<file path="src/rtl/mem_arbiter.sv">
// mem_arbiter: round-robin arbiter/sequencer sharing one memory_control between fetch (f) and data (d).
// Latency: req seen in IDLE -> start/gnt next cycle; mem_done -> *_done next cycle, IDLE the cycle after.
// Backpressure: requesters hold *_req until *_done; losers wait in IDLE, one idle bus cycle between transactions.
//
// Ports:
//   clk, rst                         clock, async active-high reset
//   f_*/d_* req,addr,mode,we,wdata   requester inputs; f_gnt/d_gnt, f_done/d_done pulses out
//   rdata                            read data of the last completed transaction (0 after a timeout)
//   mem_*                            handshake and latched request towards memory_control
//   busy, owner, timeout_err         status; timeout_err is sticky until reset
module mem_arbiter #(
  parameter int TIMEOUT_CYCLES = 255
) (
  input  logic        clk,
  input  logic        rst,
  input  logic        f_req,
  input  logic [31:0] f_addr,
  input  logic [2:0]  f_mode,
  input  logic        f_we,
  input  logic [31:0] f_wdata,
  input  logic        d_req,
  input  logic [31:0] d_addr,
  input  logic [2:0]  d_mode,
  input  logic        d_we,
  input  logic [31:0] d_wdata,
  output logic        f_gnt,
  output logic        d_gnt,
  output logic        f_done,
  output logic        d_done,
  output logic [31:0] rdata,
  output logic        mem_start,
  output logic [31:0] mem_address,
  output logic [2:0]  mem_mode,
  output logic        mem_write_enable,
  output logic [31:0] mem_write_data,
  input  logic [31:0] mem_read_data,
  input  logic        mem_done,
  input  logic        mem_active,
  output logic        busy,
  output logic        owner,
  output logic        timeout_err
);

  typedef enum logic [1:0] {IDLE, ISSUE, WAIT, RESP} state_t;

  // A zero TIMEOUT_CYCLES still gets a 1-bit counter so nothing has zero width.
  localparam int CNT_W = (TIMEOUT_CYCLES > 0) ? $clog2(TIMEOUT_CYCLES + 1) : 1;
  localparam logic [CNT_W-1:0] CNT_LAST = (TIMEOUT_CYCLES > 0) ? CNT_W'(TIMEOUT_CYCLES - 1) : '0;
  localparam logic [CNT_W-1:0] CNT_MAX  = '1;
  localparam logic [CNT_W-1:0] CNT_ONE  = CNT_W'(1);

  state_t           state, next_state;
  logic             last_owner;
  logic [CNT_W-1:0] wd_cnt;
  logic             we_q;
  logic             any_req;
  logic             pick_d;
  logic             timeout_hit;

  // memory_control's busy flag is informational only; the handshake is start/done.
  logic unused_mem_active;
  assign unused_mem_active = mem_active;

  always_ff @(posedge clk or posedge rst) begin
    if (rst) state <= IDLE;
    else     state <= next_state;
  end

  always_comb begin
    any_req     = f_req | d_req;
    // On a tie the side that did not own the previous transaction wins.
    pick_d      = d_req & (~f_req | ~last_owner);
    // mem_done in the same cycle takes priority over the watchdog.
    timeout_hit = (TIMEOUT_CYCLES > 0) && (state == WAIT) && !mem_done && (wd_cnt == CNT_LAST);
    next_state  = state;
    case (state)
      IDLE:  if (any_req) next_state = ISSUE;
      ISSUE: next_state = mem_done ? RESP : WAIT;
      WAIT:  if (mem_done || timeout_hit) next_state = RESP;
      RESP:  next_state = IDLE;
      default: next_state = IDLE;
    endcase
  end

  always_ff @(posedge clk or posedge rst) begin
    if (rst) begin
      owner          <= 1'b0;
      last_owner     <= 1'b1;   // data "owned" last, so fetch wins the first tie
      mem_address    <= '0;
      mem_mode       <= '0;
      mem_write_data <= '0;
      we_q           <= 1'b0;
      rdata          <= '0;
      timeout_err    <= 1'b0;
      wd_cnt         <= '0;
    end else begin
      if (state == IDLE && any_req) begin
        owner          <= pick_d;
        mem_address    <= pick_d ? d_addr  : f_addr;
        mem_mode       <= pick_d ? d_mode  : f_mode;
        mem_write_data <= pick_d ? d_wdata : f_wdata;
        we_q           <= pick_d ? d_we    : f_we;
      end

      if (state == ISSUE)
        wd_cnt <= '0;
      else if (state == WAIT && wd_cnt != CNT_MAX)
        wd_cnt <= wd_cnt + CNT_ONE;

      if ((state == ISSUE || state == WAIT) && mem_done) begin
        rdata <= mem_read_data;
      end else if (timeout_hit) begin
        rdata       <= '0;
        timeout_err <= 1'b1;
      end

      if (state == RESP) last_owner <= owner;
    end
  end

  // Handshake outputs decode straight from the state register, so reset clears them at once.
  assign mem_start        = (state == ISSUE);
  assign f_gnt            = mem_start & ~owner;
  assign d_gnt            = mem_start &  owner;
  assign f_done           = (state == RESP) & ~owner;
  assign d_done           = (state == RESP) &  owner;
  assign busy             = (state != IDLE);
  assign mem_write_enable = we_q & ((state == ISSUE) | (state == WAIT));

endmodule

</file>
<file path="config.mk">
export PLATFORM = sky130hd
export DESIGN_NAME = mem_arbiter
export DESIGN_NICKNAME = d
export VERILOG_FILES = /design/src/rtl/mem_arbiter.sv
export SDC_FILE = /design/constraint.sdc
export NUM_CORES = 1
export LEC_CHECK = 0
export CAP_MARGIN = 20
export CORE_ASPECT_RATIO = 1.4
export CORE_MARGIN = 3
export CORE_UTILIZATION = 36
export DETAILED_ROUTE_END_ITERATION = 12
export GPL_ROUTABILITY_DRIVEN = 0
export PLACE_DENSITY = 0.79
export SYNTH_ARGS = -nofsm -noshare
export SYNTH_HDL_FRONTEND = slang
export SYNTH_SLANG_ARGS = --single-unit
</file>
<file path="constraint.sdc">
create_clock -name clk -period 4.2 [get_ports clk]
set_clock_uncertainty 0.2 [all_clocks]
set_input_delay 0.84 -clock clk [delete_from_list [all_inputs] [get_ports clk]]
set_output_delay 0.84 -clock clk [all_outputs]
set_load 0.1 [all_outputs]
</file>
==> results of run 1 <==
[layout by cell type, fill, tap and decap left out, types with 5 or more instances in the layout]
cell and count:
ha_1 6, clkbuf_16 17, mux2i_1 68, a211oi_1 6, clkinv_2 6, dfrtp_1 112
buf_4 8, inv_1 7, o21ai_0 93, clkdlybuf4s50_1 273, nand2_1 134, o21ai_1 7
nor2b_1 5
[registers in the layout, summed over array words and instances, names as in the netlist]
register        count
mem_address        32
last_owner          1
we_q                1
mem_mode            3
rdata              32
mem_write_data     32
state               2
wd_cnt              8
timeout_err         1
owner               1
[synthesized netlist by cell type, types with 2 or more instances]
master / n / area share
inv_1: 8 / 0.0057
buf_6: 4 / 0.0086
dfrtp_1: 112 / 0.53
a21oi_1: 4 / 0.0038
o21ai_1: 7 / 0.0067
mux2_2: 4 / 0.0086
and4_1: 3 / 0.0050
ha_1: 6 / 0.014
and2_1: 4 / 0.0048
mux2i_1: 68 / 0.13
nand3_1: 3 / 0.0029
buf_2: 2 / 0.0019
clkbuf_1: 16 / 0.011
or2_2: 2 / 0.0024
buf_1: 3 / 0.0021
nor3_1: 4 / 0.0038
o21ai_0: 94 / 0.090
and3_1: 2 / 0.0024
a31oi_1: 3 / 0.0036
nand2_1: 134 / 0.096
nor2b_1: 5 / 0.0060
buf_4: 9 / 0.013
nand4_1: 2 / 0.0024
a211oi_1: 6 / 0.0086
nor2_1: 3 / 0.0021
[path summary, 6_finish.rpt]
check	from	to	slack, ns	cells past startpoint
min in group asynchronous	rst	rdata[24]$_DFFE_PP0P_	0.71	2
worst min-delay path	mem_address[2]$_DFFE_PP0P_	mem_address[2]$_DFFE_PP0P_	0.27	2
worst max register to register	state[0]$_DFFE_PP0P_	rdata[9]$_DFFE_PP0P_	1.84	5
max in group asynchronous	rst	last_owner$_DFFE_PP1N_	2.27	3
worst min register to register	mem_address[2]$_DFFE_PP0P_	mem_address[2]$_DFFE_PP0P_	0.27	2
worst max-delay path	owner$_DFFE_PP0P_	owner	1.09	1
[cell families (layout without fill, tap and decap cells)]
logic type | count (synthesis) | after routing | synth area share
adder cells (fa/ha/maj) | 6 | 6 | 0.0143
AND/OR/NAND/NOR | 167 | 167 | 0.138
buffers and inverters | 43 | 325 | 0.0455
flip-flops | 113 | 113 | 0.538
AO/OA/AOI/OAI | 122 | 122 | 0.126
multiplexers | 72 | 72 | 0.138
[stage by stage]
step | util | instances | worst slack [ns] | instance area [um2] | hold WS (ns)
final | 0.618 | 990 | 1.09 | 8720 | 0.274
after global routing | 0.618 | 990 | 1.03 | 8720 | 0.292
after CTS | 0.616 | 989 | 1.06 | 8690 | 0.281
after detailed placement | 0.578 | 957 | 1.31 | 8150 | 0.258
after global placement | 0.578 | 957 | 1.33 | 8150 | 0.258
after floorplan | - | 523 | 0.0938 | 5250 | 0.242
[metal layers]
| layer | global-route usage | routed length [um] |
|---|---|---|
| met2 | 0.351 | 8410 |
| met4 | 0.0594 | 259 |
| met1 | 0.200 | 5560 |
| met5 | 0 | 13 |
| met3 | 0.0719 | 1670 |
[final cells by class]
class	instances	area, um2	share of cell area
Inverter	8	32.5	0.00373
Tap cell	185	231	0.0265
Sequential cell	113	2830	0.324
Multi-Input combinational cell	367	2200	0.253
Timing Repair Buffer	285	2880	0.330
Clock inverter	11	90.1	0.0103
Clock buffer	21	450	0.0517
==> impl_metrics.csv, run 1 <==
group,metric,value,unit
outcome,status,"complete, no violations",
sta,hold_viol_final,0,
routing,firstDrtPassIters,4,
clock_network,clkTransAtPathRegs,0.05,ns
layout,final_nets,972,
sta,slew_headroom,0.308,
clock_network,numCtsBuffers,17,
clock_network,clock-sinks,113,
critical_path,worst_path_largest_cell_delay,1.19,ns
critical_path,path_cells,"clkdlybuf4s50_1",
synthesis,synth-edff-count,0,
floorplanning,fp.dieW,108,um
grt,antenna_found_initial,1,
floorplanning,core_area,14100,um2
routing,wirelength,15900,um
synthesis,synth_seq_cells,113,
routing,post_drt_via_cell_ratio,4.85,
synthesis,synth_flop_cell,"dfrtp_1",
sta,rsz0062_at_grt,"false",
clock_network,tritoncts,"yes",
clock_network,insertion_delay,0.40,ns
sta,tightest_slew,1.03,ns
routing,vias,4805,
critical_path,startpoint_type,"flip-flop",
sta,drv_slew,0,
routing,wl_per_cell,16.1,um
synthesis,yosysWarnings,0,
layout,num_antenna_cells,0,
floorplanning,dieArea,16100,um2
critical_path,worstSetupPathType,"flip-flop to output port",
synthesis,synthCells,523,
sta,finalSetupViolCount,0,
grt,grt_overflow_total,0,
critical_path,cp_max_fo,7,
synthesis,netlist_area,5250,um2
critical_path,arrival,2.07,ns
synthesis,async_reset_ff_frac,1.00,
synthesis,synth_nets,703,
critical_path,critPathTopFamily,"buffers and inverters",
clock_network,cts_buffer_depth,2,
synthesis,synth_cell_types,40,
clock_network,htreeDepth,4,
clock_network,ctsResizeCount,0,
grt,grt_first_pass_wirelength,24300,um
layout,layout-drive-gt1-share,0.0671,
critical_path,endpoint_kind,"output port",
sta,period_share,0.740,
routing,drcViolationCount,0,
clock_network,cts_hold_buf,0,
sta,fin_crit,3.11,ns
grt,grt_usage,0.191,
layout,area_delta_synth_final,65.9,%
critical_path,crit_path_top_delay_cell,"clkdlybuf4s50_1",
floorplanning,num_rows,51,
floorplanning,die_h,149,um
sta,setup_tns,0,ns
clock_network,post_cts_buffers,0,
flow_run,maxCapViolCount,0,
critical_path,crit_buf_inv,1,
sta,max_freq,322,MHz
worst_hold_path,hold_class,"flip-flop to flip-flop",
place,hpwl,11900,um
floorplanning,initial_core_util,0.373,
critical_path,required,3.16,ns
synthesis,synth.avg_cell_area,10.0,um2
grt,grt_max_degree,138,
grt,grt_pass1_vias,4952,
routing,antenna_left,0,
floorplanning,io_pins,282,
clock_network,cts-root-buf,"clkbuf_16",
layout,num-fill-cells,1157,
synthesis,synth_seq_area_share,0.538,
routing,drt_iter0_drc,171,
place,port_buffers,280,
Power of run 1 is not shown: default switching activity piles up to over one toggle a cycle in this logic, so the estimate is an artifact.
==> run 2, diff against run 1 <==
==> constraint.sdc (replaced) <==
create_clock -name clk -period 2.6 [get_ports clk]
set_clock_uncertainty 0.2 [all_clocks]
set_input_delay 0.52 -clock clk [delete_from_list [all_inputs] [get_ports clk]]
set_output_delay 0.52 -clock clk [all_outputs]
set_load 0.1 [all_outputs]
==> run 2 against run 1 <==
  * Non-clock buffer count increased by 15
  * Count of clock-buffer cells in the layout decreased by 3
  * Hold slack improved by 0.0048 ns
  * Sequential share of layout area decreased by 0.46 points
  * Wire length increased by 8.7%
  * Worst setup slack got worse by 0.90 ns
  * First-iteration DRC count decreased by 3.5%
  * Final area increased by 1.4%
  * Via count increased by 1.8%
==> impl_metrics.csv, run 2 (synthesized netlist as in run 1, its figures left out) <==
group,metric,value,unit
sta,period_share,0.926,
floorplanning,die_h,149,um
routing,firstDrtPassIters,4,
clock_network,tritoncts,"yes",
clock_network,numCtsBuffers,17,
floorplanning,fp.dieW,108,um
routing,drt_iter0_drc,165,
grt,antenna_found_initial,0,
sta,finalSetupViolCount,0,
sta,hold_viol_final,0,
sta,drv_slew,0,
sta,tightest_slew,0.660,ns
place,port_buffers,280,
clock_network,cts_buffer_depth,2,
critical_path,required,1.88,ns
grt,grt_first_pass_wirelength,25900,um
routing,wirelength,17300,um
grt,grt_overflow_total,0,
layout,final_common_cell,"clkdlybuf4s50_1",
sta,slew_headroom,0.560,
grt,grt_max_degree,63,
sta,fin_crit,2.41,ns
floorplanning,num_rows,51,
routing,vias,4890,
routing,drcViolationCount,0,
sta,rsz0062_at_grt,"false",
layout,post-route-util,0.627,
place,placedCellCount,973,
critical_path,arrival,1.69,ns
clock_network,htreeDepth,4,
routing,antenna_left,0,
clock_network,cts-root-buf,"clkbuf_16",
layout,area_delta_synth_final,68.3,%
critical_path,startpoint_type,"flip-flop",
critical_path,cp_max_fo,5,
place,hpwl,13300,um
floorplanning,initial_core_util,0.373,
clock_network,insertion_delay,0.40,ns
clock_network,cts_hold_buf,0,
sta,setup_slack,0.192,ns
routing,post_drt_via_cell_ratio,4.87,
critical_path,endpoint_kind,"output port",
layout,num_antenna_cells,0,
routing,wl_per_cell,17.2,um
floorplanning,dieArea,16100,um2
layout,reg_top3,"mem_address: 32 flops, mem_write_data: 32 flops, rdata: 32 flops",
flow_run,maxCapViolCount,0,
worst_hold_path,hold_class,"flip-flop to flip-flop",
outcome,status,"complete, no violations",
clock_network,post_cts_buffers,0,
layout,mostFrequentLayoutCells,"clkdlybuf4s50_1, nand2_1, buf_4, dfrtp_1, o21ai_0",
layout,layout-drive-gt1-share,0.216,
floorplanning,io_pins,282,
floorplanning,core_area,14100,um2
clock_network,clock-sinks,113,
grt,grt_pass1_vias,5059,
clock_network,clkTransAtPathRegs,0.06,ns
layout,fin_cells,1005,
grt,grt_usage,0.208,
place,post-place-ws,0.189,ns
critical_path,worstSetupPathType,"flip-flop to output port",
sta,max_freq,415,MHz
clock_network,ctsResizeCount,0,
layout,final_nets,987,
[run 2: layer usage]
layer	global-route usage	vias to the layer above	share of wire
li1	-	2363	-
met1	0.223	2317	0.36
met2	0.383	179	0.54
met3	0.0489	31	0.067
met4	0.0884	0	0.027
met5	0	-	0
[run 2: final cells by class]
cell class | count | area [um2]
clock buffers | 18 | 439
well taps | 185 | 231
flip-flops and latches | 113 | 2830
clock inverters | 14 | 226
fillers | 1149 | 5260
multi-input cells | 367 | 2210
inverters | 8 | 33.8
repair buffers | 300 | 2870
[run 2: stage by stage]
step | cell area (um2) | hold WS (ns) | setup TNS (ns)
after global placement | 8180 | 0.259 | 0
after global routing | 8840 | 0.308 | 0
after CTS | 8840 | 0.285 | 0
final | 8840 | 0.279 | 0
after floorplan | 5270 | 0.242 | -0.356
after detailed placement | 8180 | 0.261 | 0
[run 2: path summary, 6_finish.rpt]
| path | start | endpoint | slack (ns) | cells after the start |
|---|---|---|---|---|
| max | state[0]$_DFFE_PP0P_ | mem_write_enable | 0.19 | 4 |
| min | mem_address[27]$_DFFE_PP0P_ | mem_address[27]$_DFFE_PP0P_ | 0.28 | 2 |
| max reg2reg | state[0]$_DFFE_PP0P_ | state[1]$_DFFE_PP0P_ | 0.50 | 5 |
| min reg2reg | mem_address[27]$_DFFE_PP0P_ | mem_address[27]$_DFFE_PP0P_ | 0.28 | 2 |
| max in group asynchronous | rst | mem_address[17]$_DFFE_PP0P_ | 1.22 | 3 |
| min in group asynchronous | rst | mem_write_data[5]$_DFFE_PP0P_ | 0.37 | 3 |
[run 2: worst max-delay path, stage by stage (launching register included)]
cell     delay (ns)
dfrtp_1        0.43
inv_1          0.11
ha_1           0.36
and2_1         0.20
buf_12         0.19
Power of run 2 is left out for the same reason.
==> run 3, diff against run 2 <==
--- a/config.mk
+++ b/config.mk
@@ -6,12 +6,13 @@
 export NUM_CORES = 1
 export LEC_CHECK = 0
 export CAP_MARGIN = 20
-export CORE_ASPECT_RATIO = 1.4
+export CORE_ASPECT_RATIO = 1.2
 export CORE_MARGIN = 3
 export CORE_UTILIZATION = 36
 export DETAILED_ROUTE_END_ITERATION = 12
 export GPL_ROUTABILITY_DRIVEN = 0
 export PLACE_DENSITY = 0.79
+export RECOVER_POWER = 50
 export SYNTH_ARGS = -nofsm -noshare
 export SYNTH_HDL_FRONTEND = slang
 export SYNTH_SLANG_ARGS = --single-unit
==> run 3 against run 2 <==
  * The flow now finishes with violations (max-capacitance violations, max-slew violations)
  * Global-route usage is 0.79 points lower
  * Register-to-register slack about the same
  * Maximum frequency shrank 4.6%
  * Sequential share of layout area grew 1.3 points
  * Flip-flop and latch count is the same
  * Count of clock-buffer cells in the layout increased by 3
  * Largest cell class is now registers
  * Utilization is 2.2 points lower
==> impl_metrics.csv, run 3 (synthesized netlist as in run 1, its figures left out) <==
group,metric,value,unit
routing,post_drt_via_cell_ratio,4.91,
sta,hold_viol_final,0,
routing,vias,4851,
clock_network,insertion_delay,0.40,ns
clock_network,cts_hold_buf,0,
clock_network,ctsResizeCount,0,
clock_network,clkTransAtPathRegs,0.05,ns
clock_network,htreeDepth,4,
sta,period_share,0.971,
grt,grt_pass1_vias,4937,
floorplanning,initial_core_util,0.374,
clock_network,clock-sinks,113,
clock_network,cts-root-buf,"clkbuf_16",
sta,max_freq,396,MHz
grt,grt_usage,0.200,
critical_path,arrival,1.80,ns
routing,wl_per_cell,16.6,um
floorplanning,num_rows,47,
routing,antenna_left,0,
grt,grt_max_degree,96,
clock_network,post_cts_buffers,0,
grt,grt_first_pass_wirelength,25400,um
grt,antenna_found_initial,0,
sta,drv_slew,66,
layout,area_delta_synth_final,61.9,%
sta,setup_tns,0,ns
critical_path,endpoint_kind,"output port",
routing,wirelength,16400,um
place,hpwl,12600,um
worst_hold_path,hold_class,"flip-flop to flip-flop",
layout,reg_top3,"mem_address: 32 flops, mem_write_data: 32 flops, rdata: 32 flops",
sta,rsz0062_at_grt,"false",
sta,slew_headroom,-0.0459,
sta,finalSetupViolCount,0,
floorplanning,fp.dieW,116,um
floorplanning,die_h,138,um
grt,grt_overflow_total,0,
outcome,violations,"max-capacitance violations, max-slew violations",
routing,firstDrtPassIters,4,
routing,drcViolationCount,0,
layout,layout-drive-gt1-share,0.211,
layout,final_nets,984,
clock_network,cts_buffer_depth,2,
floorplanning,io_pins,282,
critical_path,required,1.88,ns
outcome,status,"complete, but fails checks",
flow_run,maxCapViolCount,1,
floorplanning,dieArea,16100,um2
critical_path,worstSetupPathType,"flip-flop to output port",
place,port_buffers,280,
clock_network,numCtsBuffers,17,
routing,drt_iter0_drc,210,
critical_path,startpoint_type,"flip-flop",
sta,fin_crit,2.52,ns
layout,final_common_cell,"clkdlybuf4s50_1",
floorplanning,core_area,14100,um2
clock_network,tritoncts,"yes",
critical_path,cp_max_fo,15,
layout,mostFrequentLayoutCells,"clkdlybuf4s50_1, nand2_1, dfrtp_1, o21ai_0, mux2i_1",
sta,tightest_slew,1.57,ns
layout,num_antenna_cells,0,
## run 3: cell count changes in the layout (fill, tap and decap cells not counted), sizes merged
cell    before  now
buf        128   72
inv         11    7
clkinv       3    8
clkbuf      18   74
bufinv       5    1
## run 3: worst max-delay path, cell delays in order, from the launching register on
cell and delay (ns):
dfrtp_1 0.42, inv_1 0.12, ha_2 0.41, nor2b_2 0.26
buf_12 0.19
## run 3: routing by layer
layer	share of wire	vias up	GRT usage
met4	0.019	0	0.0727
met3	0.064	23	0.0372
met2	0.55	172	0.363
met5	0	-	0
met1	0.37	2305	0.228
li1	-	2351	-
## run 3: cell type report
| class | count | area (um2) |
|---|---|---|
| Tap cell | 171 | 214 |
| Clock buffer | 21 | 460 |
| Inverter | 8 | 33.8 |
| Timing Repair Buffer | 297 | 2670 |
| Sequential cell | 113 | 2830 |
| Fill cell | 1221 | 5550 |
| Clock inverter | 11 | 88.8 |
| Multi-Input combinational cell | 367 | 2210 |
## run 3: final timing paths
check | start | depth (start not counted) | end | slack, ns
worst min-delay path | timeout_err$_DFFE_PP0P_ | 1 | timeout_err$_DFFE_PP0P_ | 0.27
worst max register to register | state[0]$_DFFE_PP0P_ | 5 | state[1]$_DFFE_PP0P_ | 0.51
worst max-delay path | state[1]$_DFFE_PP0P_ | 4 | f_gnt | 0.08
min in group asynchronous | rst | 3 | mem_write_data[2]$_DFFE_PP0P_ | 0.70
max in group asynchronous | rst | 3 | mem_address[6]$_DFFE_PP0P_ | 0.41
worst min register to register | timeout_err$_DFFE_PP0P_ | 1 | timeout_err$_DFFE_PP0P_ | 0.27
## run 3: stage by stage
stage               setup WS, ns  instances  cell area, um2  hold WS (ns)   util
floorplan                 -0.356        523            5270         0.242      -
global placement           0.227        956            8100         0.258  0.576
detailed placement         0.211        956            8100         0.266  0.576
CTS                       0.0688        988            8650         0.279  0.615
global route            0.000423        988            8500         0.297  0.605
finish                    0.0766        988            8500         0.269  0.605
Power of run 3 is left out for the same reason.
